File: src/rtl/pc_ctrl_pkg.sv
// Shared definitions for the photon-count controller: memory geometry, reader FSM
// encoding and the byte order used on the host link.
package pc_ctrl_pkg;

    localparam int PC_ADDR_W = 10;
    localparam int PC_DATA_W = 16;
    localparam int PC_DEPTH  = 1024;

    // Words travel MSB byte first; the memory writer and host scripts rely on this too.
    localparam bit PC_MSB_FIRST = 1'b1;

    typedef logic [2:0] state_t;

    localparam state_t ST_IDLE    = 3'd0;
    localparam state_t ST_FETCH   = 3'd1;
    localparam state_t ST_WAIT    = 3'd2;
    localparam state_t ST_SEND_HI = 3'd3;
    localparam state_t ST_SEND_LO = 3'd4;
    localparam state_t ST_FINISH  = 3'd5;
    localparam state_t ST_CHK     = 3'd6;

    function automatic logic [7:0] word_byte(input logic [15:0] w, input logic first);
        return (first == PC_MSB_FIRST) ? w[15:8] : w[7:0];
    endfunction

endpackage

File: src/rtl/count_memory_reader.sv
// Reads N photon-count words from the sample memory and streams them as bytes to the
// UART TX. Define COUNT_READER_CHECKSUM_EN to append a modulo-256 byte-sum trailer.
module count_memory_reader
    import pc_ctrl_pkg::*;
#(
    parameter int ADDR_W = PC_ADDR_W,
    parameter int DATA_W = PC_DATA_W,
    parameter int DEPTH  = PC_DEPTH
) (
    input  logic              clk,
    input  logic              RD,
    input  logic              start,
    input  logic [ADDR_W:0]   count,
    output logic [ADDR_W-1:0] mem_addr,
    output logic              mem_rd_en,
    input  logic [DATA_W-1:0] mem_data,
    output logic [7:0]        tx_data,
    output logic              tx_valid,
    input  logic              tx_ready,
    output logic              busy,
    output logic              done
);

    localparam logic [ADDR_W:0] DEPTH_L = (ADDR_W+1)'(DEPTH);

    state_t              state_q, state_d;
    logic [ADDR_W-1:0]   addr_q, addr_d;
    logic [ADDR_W:0]     len_q, len_d;
    logic [DATA_W-1:0]   word_q, word_d;
    logic                zdone_q, zdone_d;
    logic                last_word;
`ifdef COUNT_READER_CHECKSUM_EN
    logic [7:0]          sum_q, sum_d;
`endif

    assign last_word = ({1'b0, addr_q} == (len_q - 1'b1));

    always_comb begin
        tx_data = 8'h00;
        case (state_q)
            ST_SEND_HI: tx_data = word_byte(word_q, 1'b1);
            ST_SEND_LO: tx_data = word_byte(word_q, 1'b0);
`ifdef COUNT_READER_CHECKSUM_EN
            ST_CHK:     tx_data = sum_q;
`endif
            default:    tx_data = 8'h00;
        endcase
    end

    assign tx_valid  = (state_q == ST_SEND_HI) || (state_q == ST_SEND_LO)
`ifdef COUNT_READER_CHECKSUM_EN
                    || (state_q == ST_CHK)
`endif
                    ;
    assign mem_rd_en = (state_q == ST_FETCH);
    assign mem_addr  = addr_q;
    assign busy      = (state_q != ST_IDLE);
    // A zero-length request completes straight from IDLE, so busy never rises.
    assign done      = (state_q == ST_FINISH) || zdone_q;

    always_comb begin
        state_d = state_q;
        addr_d  = addr_q;
        len_d   = len_q;
        word_d  = word_q;
        zdone_d = 1'b0;
`ifdef COUNT_READER_CHECKSUM_EN
        sum_d   = sum_q;
`endif
        case (state_q)
            ST_IDLE: begin
                if (start) begin
`ifdef COUNT_READER_CHECKSUM_EN
                    sum_d = 8'h00;
`endif
                    if (count == '0) begin
                        zdone_d = 1'b1;
                    end else begin
                        len_d   = (count > DEPTH_L) ? DEPTH_L : count;
                        addr_d  = '0;
                        state_d = ST_FETCH;
                    end
                end
            end
            ST_FETCH: state_d = ST_WAIT;
            ST_WAIT: begin
                word_d  = mem_data;
                state_d = ST_SEND_HI;
            end
            ST_SEND_HI: begin
                if (tx_ready) begin
`ifdef COUNT_READER_CHECKSUM_EN
                    sum_d = sum_q + tx_data;
`endif
                    state_d = ST_SEND_LO;
                end
            end
            ST_SEND_LO: begin
                if (tx_ready) begin
`ifdef COUNT_READER_CHECKSUM_EN
                    sum_d = sum_q + tx_data;
`endif
                    if (last_word) begin
`ifdef COUNT_READER_CHECKSUM_EN
                        state_d = ST_CHK;
`else
                        state_d = ST_FINISH;
`endif
                    end else begin
                        addr_d  = addr_q + 1'b1;
                        state_d = ST_FETCH;
                    end
                end
            end
`ifdef COUNT_READER_CHECKSUM_EN
            ST_CHK: begin
                if (tx_ready) state_d = ST_FINISH;
            end
`endif
            ST_FINISH: state_d = ST_IDLE;
            default:   state_d = ST_IDLE;
        endcase
    end

    always_ff @(posedge clk) begin
        if (!RD) begin
            state_q <= ST_IDLE;
            addr_q  <= '0;
            len_q   <= '0;
            zdone_q <= 1'b0;
        end else begin
            state_q <= state_d;
            addr_q  <= addr_d;
            len_q   <= len_d;
            zdone_q <= zdone_d;
        end
    end

    // Datapath registers are only observed in states entered after they are loaded.
    always_ff @(posedge clk) begin
        word_q <= word_d;
`ifdef COUNT_READER_CHECKSUM_EN
        sum_q  <= sum_d;
`endif
    end

endmodule
File: config.mk
export PLATFORM = sky130hd
export DESIGN_NAME = count_memory_reader
export DESIGN_NICKNAME = d
export VERILOG_FILES = /design/src/rtl/pc_ctrl_pkg.sv /design/src/rtl/count_memory_reader.sv
export SDC_FILE = /design/constraint.sdc
export NUM_CORES = 1
export LEC_CHECK = 0
export CAP_MARGIN = 20
export CORE_MARGIN = 10
export CORE_UTILIZATION = 65
export DETAILED_ROUTE_END_ITERATION = 12
export DONT_BUFFER_PORTS = 1
export GPL_TIMING_DRIVEN = 0
export PLACE_DENSITY = 0.89
export SKIP_LAST_GASP = 1
export SYNTH_ARGS = -nofsm -noshare
export SYNTH_HDL_FRONTEND = slang
export SYNTH_SLANG_ARGS = --single-unit
File: constraint.sdc
create_clock -name clk -period 4.6 [get_ports clk]
set_clock_uncertainty 0.2 [all_clocks]
set_input_delay 1.15 -clock clk [delete_from_list [all_inputs] [get_ports clk]]
set_output_delay 1.15 -clock clk [all_outputs]
set_load 0.02 [all_outputs]
==> qor.csv, run 1 <==
metric;value;unit
status;completed;
hp-class;register to register;
floorplan.core_area;3130;sq um
unrepaired_setup_endpoints_after_global_routing;no;
post_synth_and_or_nand_nor_area_fraction;25.2;%
synth_fp_nets;261;
ys_dominant_reg_cell;sky130_fd_sc_hd__dfxtp_1;
insertion_delay;0.36;ns
initial_antenna_violation_count;0;
power.density_cell_area;464;nW/um^2
timing.max_slew.rel_slack;54.0;%
placementRows;20;
routedWlPerCell;16.7;um
synth_seq_cells;41;
route.vias.total;1741;
grt.total_usage;15.6;%
period_needed;3.26;ns
hold_violations;0;
die_h;77.9;um
fin_tns_setup;0;ns
r2r_setup_slack;1.52;ns
netlist-cell-type-count;50;
drive_gt1_share;8.86;%
drc;0;
cp_slowest_cell;sky130_fd_sc_hd__nor2_1;
cellLeakagePower;0.795;nW
timing.critical_path.from_type;register;
syn-cell-area;2180;sq um
cts-htree-levels;2;
die_w;77.9;um
detail_route.iter0.violations;203;
crit_path_cell_trace;clkbuf_1 -> nand2_1 -> nor2_1 -> a22o_1;
first_pass_iters;4;
finalSetupViolCount;0;
critical_path.reg2reg.endpoint;mem_addr[3]$_SDFFE_PN0P_;
timing.critical_path.buf_inv;1;
crit_family;simple AND/OR/NAND/NOR gates;
synth-compound-area-share;17.6;%
critical_path_required;3.25;ns
worst_setup_path_end_kind;output port;
clock-root-buffer;sky130_fd_sc_hd__clkbuf_4;
holdPathEnd;len_q[10]$_SDFFE_PN0P_;
layout.filler_cells;237;
muxShareOfSynthArea;1.38;%
cp_data_arrival_time;1.91;ns
synth_top_family_by_area;simple AND/OR/NAND/NOR gates;
vdd_drop_max;0.283;mV
cts-hold-fix-buffers;0;
globalplace.congestion;0.851;
grt_first_pass_wirelength;7800;um
die-area;6060;sq um
timing.final.max_slew_violations;0;
avgViaCountPerCell;6.20;
crit_path_max_fanout;10;
syn2layout_area_growth;6.79;%
worst_pin_slew;0.689;ns
post_cts.repair.setup_buffers;0;
synth-adder-area-share;1.15;%
crit_type;register to output port;
final.hold.worst_slack;0.350;ns
io_buffers;0;
cts_buffers;5;
synth_warnings;0;
num_ports;53;
place.detailed.hpwl;3630;um
postSynthAreaPerCell;9.54;sq um
number_of_global_route_vias_before_repair;1655;
synth-xor-area-share;5.23;%
synth_enable_flop_cells;16;
cts.sinks;41;
start_util;69.6;%
drv.max_cap_violation_count;0;
cell_count_of_the_worst_hold_path;2;
syn_inst;228;
holdCritStartpoint;len_q[10]$_SDFFE_PN0P_;
num-nets-final;269;
timing.final.crit_share;70.8;%
grt-ovfl-total;0;
r2r-start;len_q[0]$_SDFFE_PN0P_;
fmax;307;MHz
ctsLongestPathBuffers;2;
routed_wl;4680;um
num_antenna_cells;0;
grt_max_degree;16;
detail-route-antenna-nets;0;
ys_async_sr_fraction;0;%
slowest_delay;0.49;ns
clk_pin_slew;0.12;ns
cts_resized;0;
r2r_cells;11;
synth.yosys.seq_area_share;45.1;%
cts_tree;yes;
[worst register-to-register path: cells and delay by family, from the launching register on]
family	cells	cell delay [ns]
DFF	1	0.33
muxes	1	0.18
adders and majority gates	1	0.26
buffers and inverters	3	0.35
AOI/OAI and AO/OA	2	0.73
xor gates and xnor gates	1	0.15
and+or+nand+nor	3	0.81
[cells in the mapped netlist (4+ instances only)]
| library cell | number | area (sq um) |
|---|---|---|
| sky130_fd_sc_hd__nor2_1 | 12 | 45.0 |
| sky130_fd_sc_hd__a21oi_1 | 15 | 75.1 |
| sky130_fd_sc_hd__nand3_1 | 8 | 40.0 |
| sky130_fd_sc_hd__nor2b_1 | 14 | 87.6 |
| sky130_fd_sc_hd__nand4_1 | 4 | 25.0 |
| sky130_fd_sc_hd__nor3b_1 | 9 | 67.6 |
| sky130_fd_sc_hd__nor4_1 | 4 | 25.0 |
| sky130_fd_sc_hd__xor2_1 | 7 | 61.3 |
| sky130_fd_sc_hd__a22o_1 | 8 | 70.1 |
| sky130_fd_sc_hd__xnor2_1 | 6 | 52.6 |
| sky130_fd_sc_hd__clkbuf_1 | 11 | 41.3 |
| sky130_fd_sc_hd__a22oi_1 | 4 | 30.0 |
| sky130_fd_sc_hd__o21ai_0 | 6 | 30.0 |
| sky130_fd_sc_hd__dfxtp_1 | 25 | 500 |
| sky130_fd_sc_hd__edfxtp_1 | 16 | 480 |
| sky130_fd_sc_hd__nand2_1 | 14 | 52.6 |
| sky130_fd_sc_hd__inv_1 | 8 | 30.0 |
| sky130_fd_sc_hd__nor3_1 | 8 | 40.0 |
[cell families after synthesis]
kind of cell | after synthesis
AO/OA/AOI/OAI | 54
XOR/XNOR | 13
adder cells (fa/ha/maj) | 2
buffers and inverters | 21
flip-flops | 41
multiplexers | 3
AND/OR/NAND/NOR | 94
[worst max path at each step]
stage	start	to	slack, ns	cells after the start
global placement	count[6]	mem_addr[6]$_SDFFE_PN0P_	1.50	7
global route	state_q[1]$_SDFFE_PN0P_	tx_data[5]	1.13	4
floorplan	count[10]	mem_addr[8]$_SDFFE_PN0P_	1.79	7
CTS	state_q[0]$_SDFFE_PN0P_	tx_data[5]	1.32	4
finish	state_q[0]$_SDFFE_PN0P_	tx_data[1]	1.34	4
detailed placement	count[0]	mem_addr[6]$_SDFFE_PN0P_	1.49	7
[stage by stage]
stage	power, mW	instance area [sq um]	utilization (%)	worst slack [ns]	std cells
floorplan	0.782	2180	-	1.79	228
global placement	0.840	2230	71.3	1.50	272
detailed placement	0.859	2250	71.8	1.49	273
CTS	1.08	2320	74.3	1.32	281
global route	1.15	2320	74.3	1.13	281
finish	1.08	2320	74.3	1.34	281
[cell usage in the layout, fill, tap and decap left out, types with 2 or more instances in the layout]
cell	synthesis	layout
sky130_fd_sc_hd__a21oi_1	15	15
sky130_fd_sc_hd__a21oi_2	2	2
sky130_fd_sc_hd__a22o_1	8	8
sky130_fd_sc_hd__a22oi_1	4	4
sky130_fd_sc_hd__a31o_1	3	3
sky130_fd_sc_hd__and3_1	2	2
sky130_fd_sc_hd__buf_6	2	3
sky130_fd_sc_hd__clkbuf_1	11	12
sky130_fd_sc_hd__clkbuf_4	0	5
sky130_fd_sc_hd__dfxtp_1	25	25
sky130_fd_sc_hd__edfxtp_1	16	16
sky130_fd_sc_hd__ha_1	2	2
sky130_fd_sc_hd__inv_1	8	8
sky130_fd_sc_hd__mux2i_1	3	3
sky130_fd_sc_hd__nand2_1	14	14
sky130_fd_sc_hd__nand3_1	8	8
sky130_fd_sc_hd__nand4_1	4	4
sky130_fd_sc_hd__nand4b_1	2	2
sky130_fd_sc_hd__nor2_1	12	12
sky130_fd_sc_hd__nor2b_1	14	14
sky130_fd_sc_hd__nor3_1	8	7
sky130_fd_sc_hd__nor3b_1	9	9
sky130_fd_sc_hd__nor4_1	4	4
sky130_fd_sc_hd__o211ai_1	3	3
sky130_fd_sc_hd__o21ai_0	6	6
sky130_fd_sc_hd__o31ai_1	2	2
sky130_fd_sc_hd__or3_1	3	3
sky130_fd_sc_hd__or3b_2	2	2
sky130_fd_sc_hd__or4_1	3	3
sky130_fd_sc_hd__xnor2_1	6	6
sky130_fd_sc_hd__xor2_1	7	7
[metal layers]
layer / up-vias / global-route usage [%] / share of wire [%]
met5: - / 0 / 0
met4: 0 / 5.47 / 1.6
met3: 9 / 6.68 / 8.3
met2: 49 / 25.1 / 48
met1: 824 / 18.1 / 42
li1: 859 / - / -
[cell type report]
type	instances	area [sq um]	share of cell area, %
Timing Repair Buffer	1	11.3	0.485
Buffer	13	63.8	2.75
Multi-Input combinational cell	166	1110	47.6
Clock buffer	6	41.3	1.78
Tap cell	44	55.1	2.37
Clock inverter	2	35.0	1.51
Sequential cell	41	981	42.2
Inverter	8	30.0	1.29
[power by group]
part | leakage [nW] | internal (mW) | switching [mW]
Combinational | 0.403 | 0.133 | 0.250
Sequential | 0.349 | 0.433 | 0.0341
Clock | 0.0422 | 0.114 | 0.113
[sequential cells by signal (all words and copies together) (netlist names)]
register / flops
word_q: 16
len_q: 11
mem_addr: 10
state_q: 3
zdone_q: 1
(Power assumes the default switching activity.)
==> run 2: changes to the inputs <==
--- a/config.mk
+++ b/config.mk
@@ -7,11 +7,11 @@
 export LEC_CHECK = 0
 export CAP_MARGIN = 20
 export CORE_MARGIN = 10
-export CORE_UTILIZATION = 65
+export CORE_UTILIZATION = 62
 export DETAILED_ROUTE_END_ITERATION = 12
 export DONT_BUFFER_PORTS = 1
 export GPL_TIMING_DRIVEN = 0
-export PLACE_DENSITY = 0.89
+export PLACE_DENSITY = 0.86
 export SKIP_LAST_GASP = 1
 export SYNTH_ARGS = -nofsm -noshare
 export SYNTH_HDL_FRONTEND = slang
==> constraint.sdc (replaced) <==
create_clock -name clk -period 3.1 [get_ports clk]
set_clock_uncertainty 0.2 [all_clocks]
set_input_delay 0.775 -clock clk [delete_from_list [all_inputs] [get_ports clk]]
set_output_delay 0.775 -clock clk [all_outputs]
set_load 0.02 [all_outputs]
==> run 2 against run 1 <==
Compared with the run above: via count decreased by 1.1%; flip-flop and latch count unchanged; critical path type unchanged; clock-buffer cell count decreased by 1; global-route usage increased by 0.31 points; critical endpoint is now tx_data[3]; clock power increased by 92%; power increased by 59%; worst setup slack got worse by 1.2 ns; register-to-register slack got worse by 1.3 ns; design area increased by 2.1%; non-clock buffer count unchanged; sequential power increased by 49%.
==> qor.csv, run 2 (synthesized netlist as in run 1, its figures left out) <==
metric;value;unit;change
floorplan.core_area;3360;sq um;+7.5%
number_of_global_route_vias_before_repair;1597;;-3.5%
hp-class;input pin to register;;
insertion_delay;0.36;ns;about the same
worst_pin_slew;0.734;ns;+0.0456 ns
timing.max_slew.rel_slack;50.9;%;-3.0 points
holdPathEnd;word_q[6]$_DFFE_PP_;;
syn2layout_area_growth;9.03;%;
routedWlPerCell;17.7;um;+6.0%
timing.final.max_slew_violations;0;;unchanged
die-area;6280;sq um;+3.6%
ctsLongestPathBuffers;2;;unchanged
die_h;79.2;um;+1.8%
largest_register_ffs;16;;unchanged
route.vias.total;1722;;-1.1%
grt_max_degree;15;;-1
placementRows;21;;+5.0%
critical_path_required;2.12;ns;-1.13 ns
largest-register;word_q;;
critical_path.reg2reg.endpoint;mem_addr[3]$_SDFFE_PN0P_;;
worst_setup_path_end_kind;output port;;
cts.sinks;41;;unchanged
fin_tns_setup;0;ns;unchanged
power.density_cell_area;723;nW/um^2;+56%
r2r_setup_slack;0.24;ns;-1.28 ns
cell_count_of_the_worst_hold_path;0;;-2
num_antenna_cells;0;;unchanged
layout.filler_cells;278;;+17%
io_buffers;0;;unchanged
timing.critical_path.mode_cell;sky130_fd_sc_hd__clkbuf_1;;
grt_first_pass_wirelength;7920;um;+1.6%
grt-ovfl-total;0;;unchanged
r2r-start;len_q[2]$_SDFFE_PN0P_;;
place.detailed.hpwl;3770;um;+3.7%
crit_path_max_fanout;10;;unchanged
cts_buffers;5;;unchanged
clk_pin_slew;0.13;ns;about the same
vdd_drop_max;0.439;mV;+55%
num_ports;53;;unchanged
start_util;64.7;%;-4.9 points
crit_family;buffers and inverters;;
num-nets-final;269;;unchanged
finalSetupViolCount;0;;unchanged
cts_tree;yes;;
timing.critical_path.buf_inv;2;;+1
initial_antenna_violation_count;0;;unchanged
holdCritStartpoint;mem_data[6];;
hold_violations;0;;unchanged
die_w;79.2;um;+1.8%
drive_gt1_share;10.1;%;+1.3 points
timing.final.crit_share;94.5;%;
layout_common_cells;25 x sky130_fd_sc_hd__dfxtp_1, 16 x sky130_fd_sc_hd__edfxtp_1, 15 x sky130_fd_sc_hd__a21oi_1;;
slowest_delay;0.37;ns;-0.12 ns
drv.max_cap_violation_count;0;;unchanged
cp_slowest_cell;sky130_fd_sc_hd__clkbuf_1;;
clock-root-buffer;sky130_fd_sc_hd__clkbuf_4;;
timing.critical_path.from_type;register;;
cts-htree-levels;2;;unchanged
final.hold.worst_slack;0.301;ns;-0.0496 ns
detail-route-antenna-nets;0;;unchanged
detail_route.iter0.violations;134;;-34%
avgViaCountPerCell;6.08;;-1.8%
cellLeakagePower;0.812;nW;+2.1%
r2r_cells;9;;-2
globalplace.congestion;0.800;;-5.9%
fmax;342;MHz;
drc;0;;unchanged
period_needed;2.93;ns;
crit_path_cell_trace;clkbuf_1 -> and2_1 -> clkbuf_1 -> a22o_1;;
status;completed;;
first_pass_iters;4;;unchanged
grt.total_usage;15.9;%;+0.31 points
routed_wl;5000;um;+6.8%
cp_data_arrival_time;1.95;ns;+0.04 ns
most_common_cell_after_layout_fill_and_taps_aside;sky130_fd_sc_hd__dfxtp_1;;
crit_type;register to output port;;
[run 2: how the worst max path moves through the flow]
stage / start / end / slack, ns / depth (start not counted)
3_3_place_gp: len_q[0]$_SDFFE_PN0P_ / mem_addr[8]$_SDFFE_PN0P_ / 0.20 / 10
2_1_floorplan: len_q[0]$_SDFFE_PN0P_ / mem_addr[3]$_SDFFE_PN0P_ / 0.39 / 11
4_1_cts: len_q[0]$_SDFFE_PN0P_ / mem_addr[5]$_SDFFE_PN0P_ / 0.08 / 10
3_5_place_dp: len_q[0]$_SDFFE_PN0P_ / mem_addr[5]$_SDFFE_PN0P_ / 0.13 / 10
6_report: state_q[2]$_SDFFE_PN0P_ / tx_data[3] / 0.17 / 4
5_1_grt: state_q[2]$_SDFFE_PN0P_ / tx_data[5] / -0.003 / 4
[run 2: power by group]
group | leakage [nW] | switching [mW] | internal, mW
sequential | 0.349 | 0.0542 | 0.643
combinational | 0.406 | 0.382 | 0.202
clock | 0.0558 | 0.181 | 0.254
[run 2: area by class of cell]
class                   count  area [sq um]  area share [%]
multi-input cells         166          1120            47.3
flip-flops and latches     41           981            41.4
inverters                   8          30.0            1.27
well taps                  46          57.6            2.43
repair buffers              1          11.3           0.475
clock inverters             3          68.8            2.90
plain buffers              13          63.8            2.69
clock buffers               5          37.5            1.58
[run 2: what timing repair did]
| action | 4_1_cts | 5_1_grt |
|---|---|---|
| hold buffers | 0 | 0 |
| setup buffers | 0 | 0 |
| gates resized for setup | 0 | 3 |
| endpoints found under the setup margin | 0 | 11 |
[run 2: metrics by stage]
| stage | cell area [sq um] | power [mW] | cells | utilization [%] | worst slack, ns |
|---|---|---|---|---|---|
| 2_1_floorplan | 2180 | 1.16 | 228 | - | 0.388 |
| 3_3_place_gp | 2230 | 1.25 | 274 | 66.4 | 0.202 |
| 3_5_place_dp | 2250 | 1.28 | 275 | 66.9 | 0.134 |
| 4_1_cts | 2360 | 1.71 | 283 | 70.1 | 0.0822 |
| 5_1_grt | 2370 | 1.82 | 283 | 70.5 | -0.00341 |
| 6_report | 2370 | 1.72 | 283 | 70.5 | 0.172 |
[run 2: layer usage]
metal	vias up	share of wire, %	GRT usage [%]
met5	-	0	0
li1	865	-	-
met1	796	43	18.4
met3	8	9.5	7.88
met2	53	46	24.1
met4	0	1.6	7.35
[run 2: worst reg2reg max path, delay by kind of cell (launching register included)]
family,cells,cell delay (ns)
buffers and inverters,2,0.34
flip-flops,1,0.32
multiplexers,1,0.17
AO/OA/AOI/OAI,2,0.53
AND/OR/NAND/NOR,4,1.25
==> run 3: changes to the inputs <==
--- a/config.mk
+++ b/config.mk
@@ -5,9 +5,10 @@
 export SDC_FILE = /design/constraint.sdc
 export NUM_CORES = 1
 export LEC_CHECK = 0
-export CAP_MARGIN = 20
+export CAP_MARGIN = 10
 export CORE_MARGIN = 10
 export CORE_UTILIZATION = 62
+export CTS_CLUSTER_DIAMETER = 100
 export DETAILED_ROUTE_END_ITERATION = 12
 export DONT_BUFFER_PORTS = 1
 export GPL_TIMING_DRIVEN = 0
==> results of run 3 <==
Same layout as run 2: the final DEF is identical, and so are final timing and power.
